`config.mk`:
```
export PLATFORM = sky130hd
export DESIGN_NAME = store_buffer
export DESIGN_NICKNAME = d
export VERILOG_FILES = /design/src/rtl/store_buffer_pkg.sv /design/src/rtl/store_buffer_fifo.sv /design/src/rtl/store_buffer.sv
export SDC_FILE = /design/constraint.sdc
export NUM_CORES = 1
export LEC_CHECK = 0
export BUFFER_PORTS_ARGS = -buffer_cell sky130_fd_sc_hd__clkbuf_2
export CAP_MARGIN = 20
export CORE_MARGIN = 2
export CORE_UTILIZATION = 45
export CTS_CLUSTER_DIAMETER = 40
export CTS_CLUSTER_SIZE = 10
export DETAILED_ROUTE_END_ITERATION = 6
export PLACE_DENSITY_LB_ADDON = 0.12
export RECOVER_POWER = 25
export SKIP_CTS_REPAIR_TIMING = 1
export SYNTH_ARGS = -nofsm -noshare
export SYNTH_HDL_FRONTEND = slang
export SYNTH_SLANG_ARGS = --single-unit
```
`constraint.sdc`:
```
create_clock -name clk -period 3.8 [get_ports clk]
set_input_delay 1.14 -clock clk [delete_from_list [all_inputs] [get_ports clk]]
set_output_delay 1.14 -clock clk [all_outputs]
set_load 0.01 [all_outputs]
```
`src/rtl/store_buffer_pkg.sv`:
```
// store_buffer_pkg: shared types for the posted-write store buffer.
//   state_e - drain/load FSM states
//   entry_t - one queued store {addr, data, sign_mask}
//   kind_e  - kind of transaction currently in flight downstream
package store_buffer_pkg;

  typedef enum logic [2:0] {
    IDLE,
    ISSUE,
    WAIT_HI,
    WAIT_LO,
    LOAD_DONE
  } state_e;

  typedef struct packed {
    logic [31:0] addr;
    logic [31:0] data;
    logic [3:0]  sign_mask;
  } entry_t;

  typedef enum logic {
    KIND_STORE = 1'b0,
    KIND_LOAD  = 1'b1
  } kind_e;

endpackage

```
`src/rtl/store_buffer_fifo.sv`:
```
// store_fifo: synchronous FIFO of store entries.
//   clk, rst_n   - clock, async active-low reset (clears pointers only)
//   push, din    - enqueue din at the clock edge (caller guarantees !full)
//   pop          - drop the head entry at the clock edge
//   head         - oldest entry (valid while !empty)
//   full, empty  - occupancy status
// Pointers carry an extra wrap bit so full/empty need no separate counter.
module store_fifo
  import store_buffer_pkg::*;
#(
  parameter int DEPTH = 4,
  parameter int PTR_W = $clog2(DEPTH)
) (
  input  logic   clk,
  input  logic   rst_n,
  input  logic   push,
  input  entry_t din,
  input  logic   pop,
  output entry_t head,
  output logic   full,
  output logic   empty
);

  entry_t           slots [DEPTH];
  logic [PTR_W:0]   wr_ptr, rd_ptr;

  assign empty = (wr_ptr == rd_ptr);
  assign full  = (wr_ptr[PTR_W] != rd_ptr[PTR_W]) &&
                 (wr_ptr[PTR_W-1:0] == rd_ptr[PTR_W-1:0]);
  assign head  = slots[rd_ptr[PTR_W-1:0]];

  always_ff @(posedge clk or negedge rst_n) begin
    if (!rst_n) begin
      wr_ptr <= '0;
      rd_ptr <= '0;
    end else begin
      if (push) wr_ptr <= wr_ptr + 1'b1;
      if (pop)  rd_ptr <= rd_ptr + 1'b1;
    end
  end

  // Storage needs no reset: pointers alone define which slots are live.
  always_ff @(posedge clk) begin
    if (push) slots[wr_ptr[PTR_W-1:0]] <= din;
  end

endmodule

```
`src/rtl/store_buffer.sv`:
```
// store_buffer: posted-write buffer between the memory stage and the data
// memory. Stores retire into a FIFO without stalling; a drain FSM replays
// them over the memory's single-outstanding clk_stall handshake. Loads wait
// until every queued store has drained, then go downstream. No forwarding.
//   cpu_*  - requester side (addr, write_data, memwrite, memread, sign_mask,
//            read_data, stall)
//   mem_*  - data memory side (registered addr/data/sign_mask, one-cycle
//            strobes, read_data and clk_stall inputs)
//   full, empty - buffer occupancy status
module store_buffer
  import store_buffer_pkg::*;
#(
  parameter int DEPTH = 4,
  parameter int PTR_W = $clog2(DEPTH)
) (
  input  logic        clk,
  input  logic        rst_n,
  input  logic [31:0] cpu_addr,
  input  logic [31:0] cpu_write_data,
  input  logic        cpu_memwrite,
  input  logic        cpu_memread,
  input  logic [3:0]  cpu_sign_mask,
  output logic [31:0] cpu_read_data,
  output logic        cpu_stall,
  output logic [31:0] mem_addr,
  output logic [31:0] mem_write_data,
  output logic        mem_memwrite,
  output logic        mem_memread,
  output logic [3:0]  mem_sign_mask,
  input  logic [31:0] mem_read_data,
  input  logic        mem_clk_stall,
  output logic        full,
  output logic        empty
);

  state_e state;
  kind_e  kind;
  entry_t head, cpu_entry;
  logic   push, pop, load_req;
  logic   mem_ready, ready;

  assign cpu_entry = '{addr: cpu_addr, data: cpu_write_data, sign_mask: cpu_sign_mask};

  // A simultaneous read+write request is handled as a store.
  assign push     = cpu_memwrite && !full;
  assign load_req = cpu_memread && !cpu_memwrite;
  assign pop      = (state == WAIT_LO) && !mem_clk_stall && (kind == KIND_STORE);

  // Loads hold the pipeline until their data is back; stores only when full.
  assign cpu_stall = cpu_memwrite ? full : (load_req && (state != LOAD_DONE));

  // The data memory is not reset with us and may still be mid-transaction;
  // only start issuing once its stall has been seen low.
  assign ready = mem_ready || !mem_clk_stall;

  store_fifo #(.DEPTH(DEPTH), .PTR_W(PTR_W)) u_fifo (
    .clk   (clk),
    .rst_n (rst_n),
    .push  (push),
    .din   (cpu_entry),
    .pop   (pop),
    .head  (head),
    .full  (full),
    .empty (empty)
  );

  always_ff @(posedge clk or negedge rst_n) begin
    if (!rst_n) begin
      state          <= IDLE;
      kind           <= KIND_STORE;
      mem_ready      <= 1'b0;
      mem_addr       <= '0;
      mem_write_data <= '0;
      mem_sign_mask  <= '0;
      mem_memwrite   <= 1'b0;
      mem_memread    <= 1'b0;
      cpu_read_data  <= '0;
    end else begin
      if (!mem_clk_stall) mem_ready <= 1'b1;
      // Strobes live only in ISSUE; the memory samples them every idle cycle.
      mem_memwrite <= 1'b0;
      mem_memread  <= 1'b0;
      case (state)
        IDLE: if (ready) begin
          if (!empty) begin
            state          <= ISSUE;
            kind           <= KIND_STORE;
            mem_addr       <= head.addr;
            mem_write_data <= head.data;
            mem_sign_mask  <= head.sign_mask;
            mem_memwrite   <= 1'b1;
          end else if (push) begin
            // Empty buffer: issue the arriving store straight away. It is
            // still enqueued and becomes the head that WAIT_LO pops.
            state          <= ISSUE;
            kind           <= KIND_STORE;
            mem_addr       <= cpu_addr;
            mem_write_data <= cpu_write_data;
            mem_sign_mask  <= cpu_sign_mask;
            mem_memwrite   <= 1'b1;
          end else if (load_req) begin
            state          <= ISSUE;
            kind           <= KIND_LOAD;
            mem_addr       <= cpu_addr;
            mem_sign_mask  <= cpu_sign_mask;
            mem_memread    <= 1'b1;
          end
        end
        ISSUE:   state <= WAIT_HI;
        WAIT_HI: if (mem_clk_stall) state <= WAIT_LO;
        WAIT_LO: if (!mem_clk_stall) begin
          if (kind == KIND_LOAD) begin
            cpu_read_data <= mem_read_data;
            state         <= LOAD_DONE;
          end else begin
            state <= IDLE;
          end
        end
        LOAD_DONE: state <= IDLE;
        default:   state <= IDLE;
      endcase
    end
  end

  always_ff @(posedge clk) begin
    if (rst_n) assert (!(cpu_memwrite && cpu_memread))
      else $error("store_buffer: load and store requested in the same cycle");
  end

endmodule

```
-- Word-level counts from Yosys, hierarchy flattened
Memory sizes are Yosys's and may differ from the RTL's.
Index checks and enable logic that the tools add are counted.
- memories: 1
- bits in registers: 113
- output and inout bits: 105
- bits in writable memories: 272
- input bits: 105
- memories (memory ; depth ; bits a word ; rd ports ; clocked after Yosys merged registers in ; wr ports ; line ; source):
    u_fifo.slots ; 4 ; 68 ; 1 ; 0 ; 1 ; store_buffer_fifo.sv:24 ; entry_t slots [DEPTH];
- bitwise logic cells: 2
- add/subtract/negate cells: 2
- equal/unequal tests: 13
- muxes and demuxes: 30
- reductions and logical operators: 15
- operators with widths (kind ; number):
    32-bit two-way mux ; 5
    3-bit two-way mux ; 7
    1-bit two-way mux ; 14
    4-bit two-way mux ; 3
    3-bit one-hot mux with 4 select lines ; 1
    3-bit AND reduction ; 3
    3-bit by 1-bit adder with 3-bit output (second input constant) ; 2
    3-bit by 2-bit == test with 1-bit output (second input constant) ; 2
    1-bit logical AND ; 6
    2-bit != test (second input constant) ; 3
    4-bit != test (second input constant) ; 1
    4-bit AND reduction ; 1
    3-bit by 1-bit == test with 1-bit output (second input constant) ; 1
    3-bit == test ; 1
    1-bit zero test ; 3
    3-bit zero test ; 1
    3-bit by 1-bit != test with 1-bit output (second input constant) ; 1
    3-bit != test (second input constant) ; 1
    2-bit == test ; 1
    2-bit by 1-bit != test with 1-bit output (second input constant) ; 1
    1-bit inverter ; 2
    1-bit logical OR ; 1
    1-bit != test ; 1

-- Depth between registers and ports, before layout
Gate-level depths: netlist (run 1).
- word-level depth: 8
- gate-level depth with buffers: 7

-- Cells and area by module
Synthesis (run 1) repeated with hierarchy kept, for this count alone.
- cells, all modules: 790
- area total of the unflattened synthesis: 15029.4 sq um
- modules (own cells, without submodules) (module ; sequential area each (sq um) ; cells an instance ; times used ; area each (sq um)):
    store_fifo ; 8318.0 ; 386 ; 1 ; 10232.3
    store_buffer ; 2677.6 ; 404 ; 1 ; 4797.1

-- Worst setup path after synthesis (run 1)
OpenSTA, ideal clock, no wires.
- path type: input port to flip-flop
- start point: input port cpu_memwrite
- end point: memory u_fifo.slots[3][0] (netlist bit) (enable)
- path buffers: 0
- data arrival time: 3.211 ns
- stages: 3
- path slack: 0.154 ns
- cell sequence: inv_1 a31oi_1 and2_1
- longest elaborated chain between the ends: 3
- ends and longest elaborated chain (element ; line ; source):
    from (decl) ; store_buffer.sv:20 ; input logic cpu_memwrite,
    1-bit logical AND ; store_buffer.sv:45 ; assign push = cpu_memwrite && !full;
    1-bit two-way mux ; store_buffer_fifo.sv:44 ; if (push) slots[wr_ptr[PTR_W-1:0]] <= din;
    1-bit two-way mux (implied by the code) ; store_buffer_fifo.sv:44 ;
    to (decl) ; store_buffer_fifo.sv:24 ;
No other way between the ends.

-- Worst setup path in the final report (run 1)
- start point: register u_fifo.rd_ptr[0]
- end point: output port cpu_stall
- longest elaborated chain between the ends: 3
- ends and longest elaborated chain (element ; line ; source):
    from (decl) ; store_buffer_fifo.sv:25 ; logic [PTR_W:0] wr_ptr, rd_ptr;
    from (signal assigned) ; store_buffer_fifo.sv:38 ; if (pop) rd_ptr <= rd_ptr + 1'b1;
    2-bit == test ; store_buffer_fifo.sv:29 ; (wr_ptr[PTR_W-1:0] == rd_ptr[PTR_W-1:0]);
    1-bit logical AND ; store_buffer_fifo.sv:28 ; assign full = (wr_ptr[PTR_W] != rd_ptr[PTR_W]) &&
    1-bit two-way mux ; store_buffer.sv:50 ; assign cpu_stall = cpu_memwrite ? full : (load_req && (state != LOAD_DONE));
    to (decl) ; store_buffer.sv:24 ; output logic cpu_stall,
No other way between the ends.

==> impl_metrics.py, run 1 <==
metrics = {
    "clock_network": {
        "cts_tree": "built",
        "cts_buffers": 51,
        "root_buffer": "clkbuf_16",
        "cts.sinks": 385,
        "path_clk_slew_ns": 0.05,
        "ctsHtreeMaxLevel": 2,
        "insertion_delay_ns": 0.55,
        "clockBufferDepth": 3,
    },
    "timing": {
        "clock.fmax_ghz": 0.315,
        "setup_viol": 0,
        "layout_min_cycle_time_ns": 3.18,
        "setup_tns_ns": 0,
        "rsz0062_at_grt": "no",
        "worstMarginPinSlew_ns": 1.07,
        "drv_slew": 0,
        "final_hold_viol_count": 0,
        "relSlewSlack_pct": 28.9,
        "finalClockSkew_ns": 0.0205,
        "fin_crit_sh_pct": 83.6,
    },
    "final_layout": {
        "fill_cells": 2507,
        "num_antenna_cells": 0,
        "final_util_pct": 56.0,
        "final_cell_area_mm2": 0.0178,
        "synthToLayoutAreaGrowth_pct": 21.7,
        "nets": 1069,
        "drive_gt1_share_pct": 36.8,
    },
    "worst_setup_path": {
        "worstPathArrival_ns": 2.04,
        "cp_max_fo": 3,
        "path_class": "reg2out",
        "path_delay_family": "simple AND/OR/NAND/NOR gates",
        "startpoint": "u_fifo.rd_ptr[0]",
        "worst_r2r_path_depth": 5,
        "end_kind": "primary output",
        "critPathBufInv": 1,
        "required_ns": 2.66,
        "crit_chain": "xor2_2, nor3_1, nand2_1, o21ai_0, clkbuf_2",
        "reg2reg_from": "u_fifo.rd_ptr[0]",
        "start_kind": "flop",
        "cpPeakStageDelay_ns": 0.49,
        "slowest_stage": "dfrtp_4",
        "r2r-end": "mem_addr[8]",
        "r2r_setup_slack_ns": 1.01,
    },
    "logic_synthesis": {
        "synth_ff_type": "edfxtp_1",
        "ys_seq_area_share_pct": 75.4,
        "synthDominantCellAreaShare_pct": 56.0,
        "netlist_instances": 720,
        "async_flop_share_pct": 29.4,
        "synth_edf_count": 272,
        "synth_fp_nets": 830,
        "synth-seq-cells": 385,
        "synth_warnings": 0,
        "ys_types": 35,
        "synthTopCellsByArea": "edfxtp_1 56%, dfrtp_1 19%, mux4_2 10%",
        "avgSynthCellArea_um2": 20.3,
        "netlist_area_mm2": 0.0146,
        "yosysTopAreaCell": "edfxtp_1",
    },
    "global_routing": {
        "grt_start_max_net_pins": 71,
        "track_usage_pct": 19.4,
        "grt_pass1_wl_um": 49600,
        "grt_pass1_vias": 8329,
        "antenna_found_initial": 1,
        "grt_overflow": 0,
    },
    "floorplan": {
        "dieArea_mm2": 0.0339,
        "die_w_um": 184,
        "num_io_pins": 210,
        "die_h_um": 184,
        "core_mm2": 0.0317,
        "fp-row-count": 65,
        "initial_utilization_pct": 46.0,
    },
    "power_and_ir_drop": {
        "power_mw": 16.2,
        "p_clk_share_pct": 28.2,
        "swShare_pct": 31.3,
        "p_per_area_mw_per_mm2": 910,
        "pwr-share-comb_pct": 32.5,
        "vdd_drop_max_mv": 0.752,
        "power_frac_seq_pct": 39.3,
        "p_leak_nw": 6.51,
        "p_int_mw": 11.1,
        "p_sw_mw": 5.06,
    },
    "placement": {
        "portBuffers": 209,
        "post-dp-hpwl_um": 18900,
        "place_area_mm2": 0.0162,
        "place_congestion": 0.686,
    },
    "drt": {
        "num_vias": 7860,
        "drtPass1Iterations": 5,
        "post_drt_wl_per_cell_um": 22.8,
        "ant_nets": 0,
        "route.detailed.drc": 0,
        "drt-total-wl_um": 32000,
        "drt_iter0_markers": 556,
        "via_per_inst": 5.60,
    },
    "min_path": {
        "min_from": "mem_ready",
        "hold_path_class": "reg2reg",
        "hold-path-cell-count": 1,
        "hold_path_end": "mem_ready",
    },
    "outcome": {
        "status": "complete, no violations",
    },
    "flow_run": {
        "maxCapViolations": 0,
    },
}
kinds of logic after synthesis:
logic type / Yosys count / synth area share, %
AO/OA/AOI/OAI: 143 / 7.79
XOR/XNOR: 10 / 0.652
adder cells (fa/ha/maj): 5 / 0.429
buffers and inverters: 51 / 1.74
flip-flops: 385 / 75.4
multiplexers: 101 / 13.0
AND/OR/NAND/NOR: 25 / 0.995
cell usage in the layout, fill, tap and decap left out, types with 5 or more instances in the layout:
master and instances:
o22ai_2 9, clkinv_2 6, buf_4 19, clkbuf_16 52, nand2_1 7, o22ai_1 59, buf_12 6, mux2_2 33
mux4_2 68, clkbuf_8 6, dfrtp_1 111, clkbuf_1 80, edfxtp_1 272, ha_1 5, clkbuf_2 150, a2bb2oi_1 68
xnor2_1 5
routing by layer:
metal  wire (um)  vias to the layer above  track usage (%)
met3        2060                       51             3.70
met5          13                        -                0
li1            -                     3462                -
met4         551                        2             5.25
met2       15600                      258             31.1
met1       13800                     4087             27.4
sequential cells by signal, summed over array words and instances (netlist names), 3 cells and up:
signal	count
cpu_read_data	32
mem_addr	32
mem_sign_mask	4
mem_write_data	32
state	3
u_fifo.rd_ptr	3
u_fifo.slots	272
u_fifo.wr_ptr	3
Yosys cell counts, types with 2 or more instances:
master,instances
a2bb2oi_1,68
ha_1,5
buf_1,4
inv_1,4
o21ai_0,2
clkbuf_1,20
mux2_2,33
edfxtp_1,272
o22ai_1,59
nor3_1,2
xnor2_1,5
nor2_1,4
mux4_2,68
buf_2,17
xor2_1,4
dfrtp_1,113
and2_1,4
buf_6,5
nand2_1,7
o22ai_2,9
worst max path at each step:
stage | depth (start not counted) | endpoint | slack, ns
2_1_floorplan | 3 | u_fifo.slots[3][0] | 0.15
3_3_place_gp | 5 | mem_addr[15] | 0.77
3_5_place_dp | 5 | mem_addr[17] | 0.70
4_1_cts | 5 | cpu_stall | 0.57
5_1_grt | 5 | cpu_stall | 0.50
6_report | 5 | cpu_stall | 0.62
power by group through the flow:
stage	logic [mW]	registers, mW	clock network, mW
global placement	5.31	6.40	0
global route	5.73	6.47	4.84
CTS	5.37	6.35	4.65
finish	5.25	6.34	4.56
floorplan	3.37	6.59	0
detailed placement	5.36	6.41	0
layout make-up:
cell class | instances | area (um^2) | area share [%]
sequential | 385 | 11000 | 62.0
clock inverter | 16 | 178 | 1.00
tap | 402 | 503 | 2.83
multi-input combinational | 284 | 3360 | 18.9
inverter | 4 | 15.0 | 0.0845
timing repair buffer | 233 | 1230 | 6.93
clock buffer | 80 | 1470 | 8.26
per-stage QoR:
stage	instances	hold slack, ns	setup slack, ns
floorplan	720	0.423	0.154
global placement	1308	0.454	0.766
detailed placement	1308	0.444	0.703
CTS	1404	0.455	0.573
global route	1404	0.473	0.502
finish	1404	0.451	0.623
No activity file was read; power rests on OpenSTA's default activity.
==> inputs of run 2 (changes only) <==
==> constraint.sdc (replaced) <==
create_clock -name clk -period 3.15 [get_ports clk]
set_input_delay 0.945 -clock clk [delete_from_list [all_inputs] [get_ports clk]]
set_output_delay 0.945 -clock clk [all_outputs]
set_load 0.01 [all_outputs]
==> run 2 against run 1 <==
  * Sequential share of layout area shrank 1.0 points
  * Non-clock buffer count unchanged
  * Worst hold slack worse by 0.032 ns
  * Critical path depth stayed put
  * Clock skew is 0.0070 ns higher
  * Register-to-register slack worse by 0.11 ns
  * Largest power group unchanged
==> impl_metrics.py, run 2 (same netlist as run 1, synthesis figures left out) <==
metrics = {
    "worst_setup_path": {
        "slowest_stage": "dfrtp_4",
        "required_ns": 2.20,
        "cp_max_fo": 4,
        "reg2reg_from": "u_fifo.rd_ptr[0]",
        "start_kind": "flop",
        "end_kind": "primary output",
        "worstPathArrival_ns": 1.98,
        "path_class": "reg2out",
        "r2r_setup_slack_ns": 0.90,
        "cpPeakStageDelay_ns": 0.50,
        "critPathBufInv": 1,
        "crit_chain": "xor2_2, nor3_1, nand2_1, o21ai_0, clkbuf_2",
        "path_delay_family": "flip-flops",
        "worst_r2r_path_depth": 6,
        "r2r-end": "mem_addr[5]",
    },
    "clock_network": {
        "cts_tree": "built",
        "path_clk_slew_ns": 0.05,
        "cts_buffers": 54,
        "root_buffer": "clkbuf_16",
        "cts.sinks": 385,
        "insertion_delay_ns": 0.57,
        "ctsHtreeMaxLevel": 2,
        "clockBufferDepth": 3,
    },
    "power_and_ir_drop": {
        "p_clk_share_pct": 30.5,
        "p_per_area_mw_per_mm2": 1120,
        "p_sw_mw": 6.18,
        "p_leak_nw": 6.64,
        "pwr-share-comb_pct": 31.7,
        "vdd_drop_max_mv": 0.585,
        "p_int_mw": 14.1,
        "power_frac_seq_pct": 37.8,
        "swShare_pct": 30.5,
    },
    "timing": {
        "final_hold_viol_count": 0,
        "holdWs_ns": 0.420,
        "setup_tns_ns": 0,
        "relSlewSlack_pct": 27.9,
        "layout_setup_ws_ns": 0.227,
        "rsz0062_at_grt": "no",
        "setup_viol": 0,
        "layout_min_cycle_time_ns": 2.92,
        "worstMarginPinSlew_ns": 1.08,
        "finalClockSkew_ns": 0.0275,
        "drv_slew": 0,
        "clock.fmax_ghz": 0.342,
        "fin_crit_sh_pct": 92.8,
    },
    "final_layout": {
        "fin_cells": 1407,
        "synthToLayoutAreaGrowth_pct": 23.7,
        "largest_reg_flops": 272,
        "fill_cells": 2523,
        "layout_commonest_cell": "edfxtp_1",
        "drive_gt1_share_pct": 37.9,
        "nets": 1072,
        "mostFrequentLayoutCells": "272 x edfxtp_1, 155 x clkbuf_2, 111 x dfrtp_1",
    },
    "global_routing": {
        "antenna_found_initial": 2,
        "track_usage_pct": 19.0,
        "grt_start_max_net_pins": 72,
        "grt_pass1_wl_um": 48600,
        "grt_overflow": 0,
        "grt_pass1_vias": 8203,
    },
    "placement": {
        "place_ws_ns": 0.598,
        "dp.cells": 1308,
        "place_congestion": 0.691,
        "portBuffers": 209,
        "post-dp-hpwl_um": 18300,
    },
    "drt": {
        "via_per_inst": 5.53,
        "drt-total-wl_um": 31500,
        "ant_nets": 0,
        "num_vias": 7784,
        "drt_iter0_markers": 451,
        "post_drt_wl_per_cell_um": 22.4,
        "drtPass1Iterations": 5,
        "route.detailed.drc": 0,
    },
    "floorplan": {
        "num_io_pins": 210,
        "core_mm2": 0.0317,
        "initial_utilization_pct": 46.0,
        "fp-row-count": 65,
        "die_h_um": 184,
        "dieArea_mm2": 0.0339,
        "die_w_um": 184,
    },
    "outcome": {
        "status": "complete, no violations",
    },
    "min_path": {
        "hold_path_class": "in2async",
    },
    "flow_run": {
        "maxCapViolations": 0,
    },
}
[run 2: changes by cell type in the layout (fill, tap and decap cells not counted), moves of 2 or more]
cell,change
buf_12,+6
buf_4,-8
bufinv_16,+6
clkbuf_1,-10
clkbuf_16,+2
clkbuf_2,+5
clkinv_4,+2
[run 2: metal layers]
metal / global-route usage, % / wire length, um
met3: 5.03 / 2040
met5: 0 / 13
met1: 25.9 / 13500
met4: 5.12 / 508
met2: 30.7 / 15400
[run 2: cell type report]
type / count / area, um^2 / area share (%)
inverters: 4 / 15.0 / 0.0832
well taps: 402 / 503 / 2.79
clock inverters: 23 / 375 / 2.08
multi-input cells: 284 / 3360 / 18.6
flip-flops and latches: 385 / 11000 / 60.9
repair buffers: 233 / 1310 / 7.23
diodes: 1 / 2.50 / 0.0139
clock buffers: 75 / 1490 / 8.25
[run 2: power by group through the flow]
stage          Sequential, mW  Clock [mW]  Combinational [mW]
2_1_floorplan            7.91           0                4.07
3_3_place_gp             7.71           0                6.49
3_5_place_dp             7.72           0                6.54
4_1_cts                  7.65        6.31                6.56
5_1_grt                  7.79        6.52                6.99
6_report                 7.64        6.18                6.42
[run 2: worst max-delay path by stage]
| stage | endpoint | start | slack [ns] | depth (start not counted) |
|---|---|---|---|---|
| floorplan | u_fifo.slots[3][0] | cpu_memwrite | 0.44 | 3 |
| global placement | cpu_stall | cpu_memread | 0.59 | 4 |
| detailed placement | cpu_stall | cpu_memread | 0.60 | 4 |
| CTS | cpu_stall | u_fifo.rd_ptr[0] | 0.20 | 5 |
| global route | cpu_stall | u_fifo.rd_ptr[0] | 0.16 | 5 |
| finish | cpu_stall | u_fifo.rd_ptr[0] | 0.23 | 5 |
[run 2: metrics by stage]
stage,power [mW],utilization [%],cell area [um^2]
after floorplan,12.0,-,14600
after global placement,14.2,51.3,16300
after detailed placement,14.3,51.3,16300
after CTS,20.5,57.2,18100
after global routing,21.3,56.9,18000
final,20.2,56.9,18100
